## src/rtl/periph_amo_target.sv

```systemverilog
// Peripheral req/gnt responder backed by a small flop word memory.
// Serves reads, byte-enabled writes and RISC-V AMOs with in-order responses.
//
// Ports:
//   clk_i, rst_i         clock, asynchronous active-high reset
//   data_req_i           request valid
//   data_add_i           byte address
//   data_wen_i           1 = read, 0 = write (ignored for AMOs)
//   data_atop_i          [5] AMO enable, [4:0] RISC-V funct5
//   data_wdata_i         write data / AMO operand
//   data_be_i            byte enables
//   data_gnt_o           request accepted this cycle (combinational)
//   data_r_valid_o       single-cycle response pulse
//   data_r_opc_o         1 = error response
//   data_r_rdata_o       read data / AMO old value
module periph_amo_target #(
   parameter int ADDR_WIDTH      = 32,
   parameter int DATA_WIDTH      = 32,
   parameter int BYTE_ENABLE_BIT = DATA_WIDTH / 8,
   parameter int NUM_WORDS       = 16,
   parameter logic [ADDR_WIDTH-1:0] BASE_ADDR = '0
) (
   input  logic                       clk_i,
   input  logic                       rst_i,
   input  logic                       data_req_i,
   input  logic [ADDR_WIDTH-1:0]      data_add_i,
   input  logic                       data_wen_i,
   input  logic [5:0]                 data_atop_i,
   input  logic [DATA_WIDTH-1:0]      data_wdata_i,
   input  logic [BYTE_ENABLE_BIT-1:0] data_be_i,
   output logic                       data_gnt_o,
   output logic                       data_r_valid_o,
   output logic                       data_r_opc_o,
   output logic [DATA_WIDTH-1:0]      data_r_rdata_o
);

   localparam int BW = $clog2(BYTE_ENABLE_BIT);
   localparam int IW = $clog2(NUM_WORDS);
   localparam logic [ADDR_WIDTH-1:0] SPAN =
      ADDR_WIDTH'(NUM_WORDS * BYTE_ENABLE_BIT);

   localparam logic [0:0] IDLE   = 1'b0;
   localparam logic [0:0] AMO_WB = 1'b1;

   localparam logic [4:0] F_ADD  = 5'b00000;
   localparam logic [4:0] F_SWAP = 5'b00001;
   localparam logic [4:0] F_XOR  = 5'b00100;
   localparam logic [4:0] F_AND  = 5'b01100;
   localparam logic [4:0] F_OR   = 5'b01000;
   localparam logic [4:0] F_MIN  = 5'b10000;
   localparam logic [4:0] F_MAX  = 5'b10100;
   localparam logic [4:0] F_MINU = 5'b11000;
   localparam logic [4:0] F_MAXU = 5'b11100;

   logic [0:0]            state;
   logic [DATA_WIDTH-1:0] mem [NUM_WORDS];

   logic [ADDR_WIDTH-1:0] offset;
   logic                  hit;
   logic [IW-1:0]         idx;
   logic                  is_amo;
   logic                  fn_ok;
   logic                  be_full;
   logic                  err;
   logic                  accept;

   logic [IW-1:0]         amo_idx;
   logic [4:0]            amo_fn;
   logic [DATA_WIDTH-1:0] amo_old;
   logic [DATA_WIDTH-1:0] amo_opnd;
   logic [DATA_WIDTH-1:0] amo_res;

   // Wrapping subtraction makes addresses below the base miss as well.
   assign offset  = data_add_i - BASE_ADDR;
   assign hit     = offset < SPAN;
   assign idx     = offset[BW +: IW];
   assign is_amo  = data_atop_i[5];
   assign be_full = &data_be_i;

   always_comb begin
      fn_ok = 1'b0;
      case (data_atop_i[4:0])
         F_ADD, F_SWAP, F_XOR, F_AND, F_OR,
         F_MIN, F_MAX, F_MINU, F_MAXU: fn_ok = 1'b1;
         default:                      fn_ok = 1'b0;
      endcase
   end

   assign err = ~hit | (is_amo & (~fn_ok | ~be_full));

   assign data_gnt_o = data_req_i & (state == IDLE);
   assign accept     = data_gnt_o;

   always_comb begin
      amo_res = amo_old;
      case (amo_fn)
         F_ADD:  amo_res = amo_old + amo_opnd;
         F_SWAP: amo_res = amo_opnd;
         F_XOR:  amo_res = amo_old ^ amo_opnd;
         F_AND:  amo_res = amo_old & amo_opnd;
         F_OR:   amo_res = amo_old | amo_opnd;
         F_MIN:  amo_res = ($signed(amo_old) < $signed(amo_opnd))
                           ? amo_old : amo_opnd;
         F_MAX:  amo_res = ($signed(amo_old) > $signed(amo_opnd))
                           ? amo_old : amo_opnd;
         F_MINU: amo_res = (amo_old < amo_opnd) ? amo_old : amo_opnd;
         F_MAXU: amo_res = (amo_old > amo_opnd) ? amo_old : amo_opnd;
         default: amo_res = amo_old;
      endcase
   end

   always_ff @(posedge clk_i or posedge rst_i) begin
      if (rst_i) begin
         state          <= IDLE;
         data_r_valid_o <= 1'b0;
         data_r_opc_o   <= 1'b0;
         data_r_rdata_o <= '0;
         amo_idx        <= '0;
         amo_fn         <= '0;
         amo_old        <= '0;
         amo_opnd       <= '0;
         for (int w = 0; w < NUM_WORDS; w++) begin
            mem[w] <= '0;
         end
      end else begin
         data_r_valid_o <= accept;
         data_r_opc_o   <= 1'b0;
         data_r_rdata_o <= '0;
         if (state == AMO_WB) begin
            // Write-back slot: no grant, response already on the bus.
            mem[amo_idx] <= amo_res;
            state        <= IDLE;
         end else if (accept) begin
            if (err) begin
               data_r_opc_o <= 1'b1;
            end else if (is_amo) begin
               // Old value goes out now; result commits next edge.
               data_r_rdata_o <= mem[idx];
               amo_old        <= mem[idx];
               amo_opnd       <= data_wdata_i;
               amo_fn         <= data_atop_i[4:0];
               amo_idx        <= idx;
               state          <= AMO_WB;
            end else if (data_wen_i) begin
               data_r_rdata_o <= mem[idx];
            end else begin
               for (int b = 0; b < BYTE_ENABLE_BIT; b++) begin
                  if (data_be_i[b]) begin
                     mem[idx][8*b +: 8] <= data_wdata_i[8*b +: 8];
                  end
               end
            end
         end
      end
   end

endmodule

```

## config.mk

```make
export PLATFORM = sky130hd
export DESIGN_NAME = periph_amo_target
export DESIGN_NICKNAME = d
export VERILOG_FILES = /design/src/rtl/periph_amo_target.sv
export SDC_FILE = /design/constraint.sdc
export NUM_CORES = 2
export LEC_CHECK = 0
export BUFFER_PORTS_ARGS = -buffer_cell sky130_fd_sc_hd__buf_2
export CAP_MARGIN = 20
export CORE_UTILIZATION = 63
export CTS_CLUSTER_SIZE = 10
export DETAILED_ROUTE_END_ITERATION = 8
export GPL_TIMING_DRIVEN = 1
export HOLD_SLACK_MARGIN = 0.06
export MAX_ROUTING_LAYER = met4
export PLACE_DENSITY_LB_ADDON = 0.25
export SYNTH_ARGS = -nofsm -noshare
export SYNTH_HDL_FRONTEND = slang
export SYNTH_SLANG_ARGS = --single-unit
```

## constraint.sdc

```tcl
create_clock -name clk_i -period 21.7 [get_ports clk_i]
set_clock_uncertainty 0.1 [all_clocks]
set_input_delay 2.17 -clock clk_i [delete_from_list [all_inputs] [get_ports clk_i]]
set_output_delay 2.17 -clock clk_i [all_outputs]
set_load 0.02 [all_outputs]
```

# Word-level counts from Yosys, hierarchy flattened
# Memory sizes are Yosys's and may differ from the RTL's.
# Cells that the tools add are included.
[op_classes]
n_eq_ne = 11
n_mux = 59
bitwise = 14
order_cmp = 9
add_sub_neg = 1
reduce_logical = 7
[op_table]
columns = ["op", "n"]
rows = [
  ["512-bit 2-to-1 mux", 24],
  ["512-bit bitwise mux", 5],
  ["32-bit demux with 4-bit select", 5],
  ["32-bit 2-to-1 mux", 13],
  ["32-bit one-hot mux with 9 select lines", 1],
  ["32-bit binary-select mux with 4-bit select", 1],
  ["32-bit greater-than comparator", 2],
  ["32-bit < comparator", 2],
  ["32-bit adder", 1],
  ["32-bit AND", 1],
  ["32-bit by 7-bit < comparator with 1-bit output, second input constant", 1],
  ["32-bit OR", 1],
  ["32-bit bitwise XOR", 1],
  ["24-bit 2-to-1 mux", 1],
  ["5-bit == test, second input constant", 4],
  ["16-bit 2-to-1 mux", 1],
  ["4-bit AND reduction", 3],
  ["5-bit by 4-bit == test with 1-bit output, second input constant", 2],
  ["5-bit >= comparator, second input constant", 2],
  ["5-bit by 1-bit < comparator with 1-bit output, second input constant", 2],
  ["4-bit NOT with 5-bit output", 2],
  ["8-bit 2-to-1 mux", 1],
  ["1-bit 2-to-1 mux", 7],
  ["5-bit by 1-bit == test with 1-bit output, second input constant", 1],
  ["9 further kinds", 17],
]
[totals]
inputBits = 78
rom_bits = 32
elab_cells = 126
ff_bits = 620
output_inout_bits = 35
memories = 1
[mem_list]
columns = ["memory", "depth", "word_bits", "rd", "rd_clocked_by_memory_dff", "write_ports", "line", "text"]
rows = [
  ["(name not given)", 32, 1, 1, 0, 0, "82", "case (data_atop_i[4:0])"],
]

# Longest topological paths before layout
[depth]
depth_word = 33
ltp_mapped = 19
depth_no_buf = 13

# Worst setup path before layout
# No wires, ideal clock.
[synth_timing]
path_kind = "input -> output"
startpoint = "input data_req_i"
endpoint = "output data_gnt_o"
path_stages = 1
path_slack_ns = 16.867
t_required_ns = 19.430
t_arrival_ns = 2.563
path_buffers = 0
path_cell_list = "nor2b_1"
[synth_between]
elab_chain_cells = 1
[synth_lines]
columns = ["item", "line", "text"]
rows = [
  ["start: declaration", "25", "input logic data_req_i,"],
  ["1-bit AND", "91", "assign data_gnt_o = data_req_i & (state == IDLE);"],
  ["end: declaration", "31", "output logic data_gnt_o,"],
]
# No other way between the ends.

# Worst setup path in the final report
[layout_timing]
startpoint = "register amo_old[11]"
endpoint = "register mem[429] (netlist bit)"
[layout_between]
elab_chain_cells = 5
elab_cells_between_ends = 12
classes_between = "add/sub (1); order compare (4); mux (7)"
[layout_lines]
columns = ["item", "line", "text"]
rows = [
  ["start: declaration", "69", "logic [DATA_WIDTH-1:0] amo_old;"],
  ["start signal: assignment", "139", "amo_old <= mem[idx];"],
  ["32-bit greater-than comparator, or another cell as far along", "107", "F_MAXU: amo_res = (amo_old > amo_opnd) ? amo_old : amo_opnd;"],
  ["32-bit 2-to-1 mux, on equally long branches", "-", ""],
  ["32-bit one-hot mux with 9 select lines (*)", "96", "case (amo_fn)"],
  ["512-bit bitwise mux (*)", "131", "mem[amo_idx] <= amo_res;"],
  ["512-bit 2-to-1 mux (*)", "129", "if (state == AMO_WB) begin"],
  ["end signal: indexed assignment", "131", ""],
  ["end signal: indexed assignment", "149", "mem[idx][8*b +: 8] <= data_wdata_i[8*b +: 8];"],
  ["end: declaration", "56", "logic [DATA_WIDTH-1:0] mem [NUM_WORDS];"],
]
# Every way passes the cells marked *; elsewhere a longest branch is shown, timed or not.
# A chain may end at the register's enable or synchronous reset.

==> qor.csv <==
stage,metric,value,unit
timing,Hold Worst Slack,0.377,ns
die,die extent in x,243,µm
clocking,Clk Tree Root Cell,clkbuf_16,
clocking,clock tree from TritonCTS,done,
clocking,number of setup buffers added after CTS,0,
synthesis,most frequently used flop master after synthesis,dfrtp_1,
status,violated checks,DRC,
layout,count of non-filler cells in the finished layout,4681,
layout,ratio of cells with drive above 1 in the final layout,14.6,%
critical_path,required time reported for the critical path endpoint,22.09,ns
layout,area growth from synthesis to final layout,10.0,%
global_route,"Remaining Overflow, GRT",0,
place,count of input and output buffers,110,
synthesis,post-synth net total,4106,
global_route,number of antenna violations at the first check in global routing,7,
clocking,Worst-path clk slew,0.06,ns
die,number of standard-cell rows in the floorplan,87,
route,Detailed Routing Iterations Pass 1,9,
critical_path,"logic depth of the worst path, buffers included",14,
die,die area,0.0591,mm²
route,drt total wl,130000,µm
die,die height,243,µm
critical_path,critical path arrival,6.45,ns
timing,minimum clock period,6.06,ns
place,number of placed instances with taps included,4560,
layout,number of inserted filler cells in the final layout,4277,
synthesis,gate count after technology mapping,3931,
route,total DRC errors in the routed layout,27,
clocking,cts repair resizes,0,
power_and_ir_drop,Power per Cell Area,61.1,mW/mm²
critical_path,worst stage delay on the critical path,0.84,ns
critical_path,CP Buf/Inv Count,2,
critical_path,Reg-to-Reg End,mem[429],
timing,Final Cycle Share,27.9,%
timing,setup repair after global routing missed its margin,no,
synthesis,post-synthesis sequential element count,620,
synthesis,Unique masters post-synth,76,
global_route,first-pass GRT wire length,196000,µm
timing,transition time at the pin with the least slew margin,1.27,ns
critical_path,launching point of the worst reg2reg path,amo_old[11],
critical_path,Critical Path Start,amo_old[11],
clocking,number of clock buffers inserted by TritonCTS,73,
die,initial cell density of the core,64.3,%
die,number of top-level pins,113,
route,via count of the routed design,34200,
critical_path,slowest cell on the critical path,a221oi_4,
power_and_ir_drop,Leakage,0.0163,µW
flow_run,max_cap viols,0,
place,placed wire-length estimate after detailed placement,85900,µm
clocking,clock sink total,620,
synthesis,sequential-to-total area share from yosys stat,42.4,%
global_route,total routing resource utilization after global routing,45.1,%
layout,final net count,4071,
critical_path,critical path capture point,mem[429],
clocking,H-tree depth,3,
synthesis,Netlist Area Pre-Place,0.0366,mm²
critical_path,element type at the critical path end,flop,
critical_path,Setup CP Type,flop to flop,
synthesis,number of flops mapped to enable cells by yosys,0,
critical_path,minimum setup slack among reg-to-reg paths,15.64,ns
global_route,vias in the first global route,33300,
critical_path,"Largest delay share family, worst path",compound AO/OA/AOI/OAI gates,
timing,total setup violations reported at the end of the flow,0,
route,antenna violation net count after detailed routing,0,
synthesis,fraction of synthesis flops using an asynchronous set or reset pin,100,%
synthesis,Yosys warnings,0,
critical_path,"Cell Chain, Critical Path","inv_1, ha_1, nor3b_1, o31ai_1, o311ai_1, o31ai_1, a21oi_1, or3_1, or3_1, buf_4, a221oi_4, a21o_2, nor2_1, o32a_1",
critical_path,launching element type of the critical path,flop,
clocking,clock latency on the worst-skew pair,0.63,ns
critical_path,path depth of the worst reg2reg path,14,
timing,relative slew slack,15.4,%
status,run status,"finished, violations left",
die,core outline area,0.0569,mm²
timing,Total Negative Setup Slacks,0,ns
critical_path,worst-path fanout max,23,
route,routed wirelength normalized by instance count,27.8,µm
timing,number of hold violations in the final report,0,
power_and_ir_drop,peak ir drop on the vdd network,0.0000623,V
global_route,maximum number of pins on one net before global-route repair,169,
route,violation count after the first detailed-routing iteration,4618,
hold_path,classification of the worst-slack hold path,flop to flop,
route,via density per instance,7.30,
clocking,Post-CTS Hold Fix Bufs,0,
timing,upper clock frequency limit,165,MHz
clocking,number of buffers on the longest clock path,3,
timing,max-slew violation total from the final report,0,
place,placer congestion estimate,1.02,
synthesis,average cell area after synthesis,9.31,µm²
[power breakdown]
group	internal [µW]	switching, µW	leakage (µW)
sequential	1170	5.18	0.00735
combinational	41.4	103	0.00787
clock	665	480	0.00103
[worst min-delay path by stage]
stage	from	end	slack (ns)	cells after the start
6_report	mem[69]	mem[69]	0.38	2
5_1_grt	mem[85]	mem[85]	0.40	1
4_1_cts	mem[69]	mem[69]	0.38	2
3_5_place_dp	mem[64]	mem[64]	0.37	2
3_3_place_gp	mem[64]	mem[64]	0.36	2
2_1_floorplan	mem[0]	mem[0]	0.34	2
[cells in the final DEF, fill, tap and decap left out, drive strengths merged, types with 18 or more instances in the layout]
cell	n
dfrtp	620
nor2	444
a21oi	418
o21ai	390
nand2	287
buf	268
a31oi	180
nor2b	177
mux4	160
ha	96
inv	95
o221ai	92
clkbuf	90
o21a	88
nor3	67
a22oi	48
o32a	47
o311ai	37
nand3	24
xnor2	19
a32oi	19
and2	19
a21o	19
a221oi	18
[layout make-up]
| type | instances | area [µm²] | area share [%] |
|---|---|---|---|
| Tap cell | 756 | 946 | 2.35 |
| Clock buffer | 90 | 2050 | 5.09 |
| Timing Repair Buffer | 268 | 1920 | 4.76 |
| Clock inverter | 3 | 43.8 | 0.109 |
| Sequential cell | 620 | 15500 | 38.5 |
| Antenna cell | 11 | 27.5 | 0.0684 |
| Multi-Input combinational cell | 2839 | 19400 | 48.2 |
| Inverter | 94 | 363 | 0.901 |
[synth_stat cells (24+ instances only)]
master    count  area (µm²)
o221ai_1     88         771
inv_1        92         345
nand2_1     287        1080
mux4_2      160        3600
o21a_1       88         661
buf_2        33         165
buf_1        37         139
dfrtp_1     620       15500
nor2_1      444        1670
clkbuf_1    302        1130
ha_1         96        1200
o21ai_0     384        1920
o311ai_0     36         315
a22oi_1      48         360
nor3_1       67         335
a31oi_1     180        1130
nand3_1      24         120
nor2b_1     177        1110
o32a_1       47         470
a21oi_1     418        2090
[cells by family after synthesis]
kind of cell             synth area share [%]
AO/OA/AOI/OAI                            24.9
AND/OR/NAND/NOR                          13.4
flip-flops                               42.4
buffers and inverters                    5.04
multiplexers                             10.3
adder cells (fa/ha/maj)                  3.34
XOR/XNOR                                0.622
[flip-flops by register name (all words and copies together) (netlist names)]
name	count
amo_fn	5
data_r_rdata_o	32
data_r_valid_o	1
amo_old	32
state	1
mem	512
amo_opnd	32
amo_idx	4
data_r_opc_o	1
[stage by stage]
| stage | worst slack [ns] | cell area [µm²] | power, µW | util (%) |
|---|---|---|---|---|
| 2_1_floorplan | 2.07 | 36600 | 1280 | - |
| 3_3_place_gp | 14.97 | 37800 | 1330 | 66.4 |
| 3_5_place_dp | 14.90 | 37900 | 1330 | 66.5 |
| 4_1_cts | 15.54 | 39900 | 2450 | 70.2 |
| 5_1_grt | 15.52 | 40200 | 2510 | 70.7 |
| 6_report | 15.64 | 40300 | 2460 | 70.7 |
[worst reg2reg max path, delay by kind of cell, from the launching register on]
| kind | cells | cell delay (ns) |
|---|---|---|
| fa+ha+maj | 1 | 0.55 |
| buf+inv | 2 | 0.41 |
| simple gates | 4 | 1.15 |
| compound gates | 7 | 3.29 |
| flops | 1 | 0.44 |
[metal layers]
metal | vias up | GRT usage (%) | wire length, µm
li1 | 14400 | - | -
met1 | 16500 | 52.2 | 44200
met2 | 2525 | 66.7 | 58300
met3 | 758 | 13.3 | 17000
met4 | 0 | 33.0 | 10900
met5 | - | - | 0
Note: power is estimated with default switching activity, not from simulation.
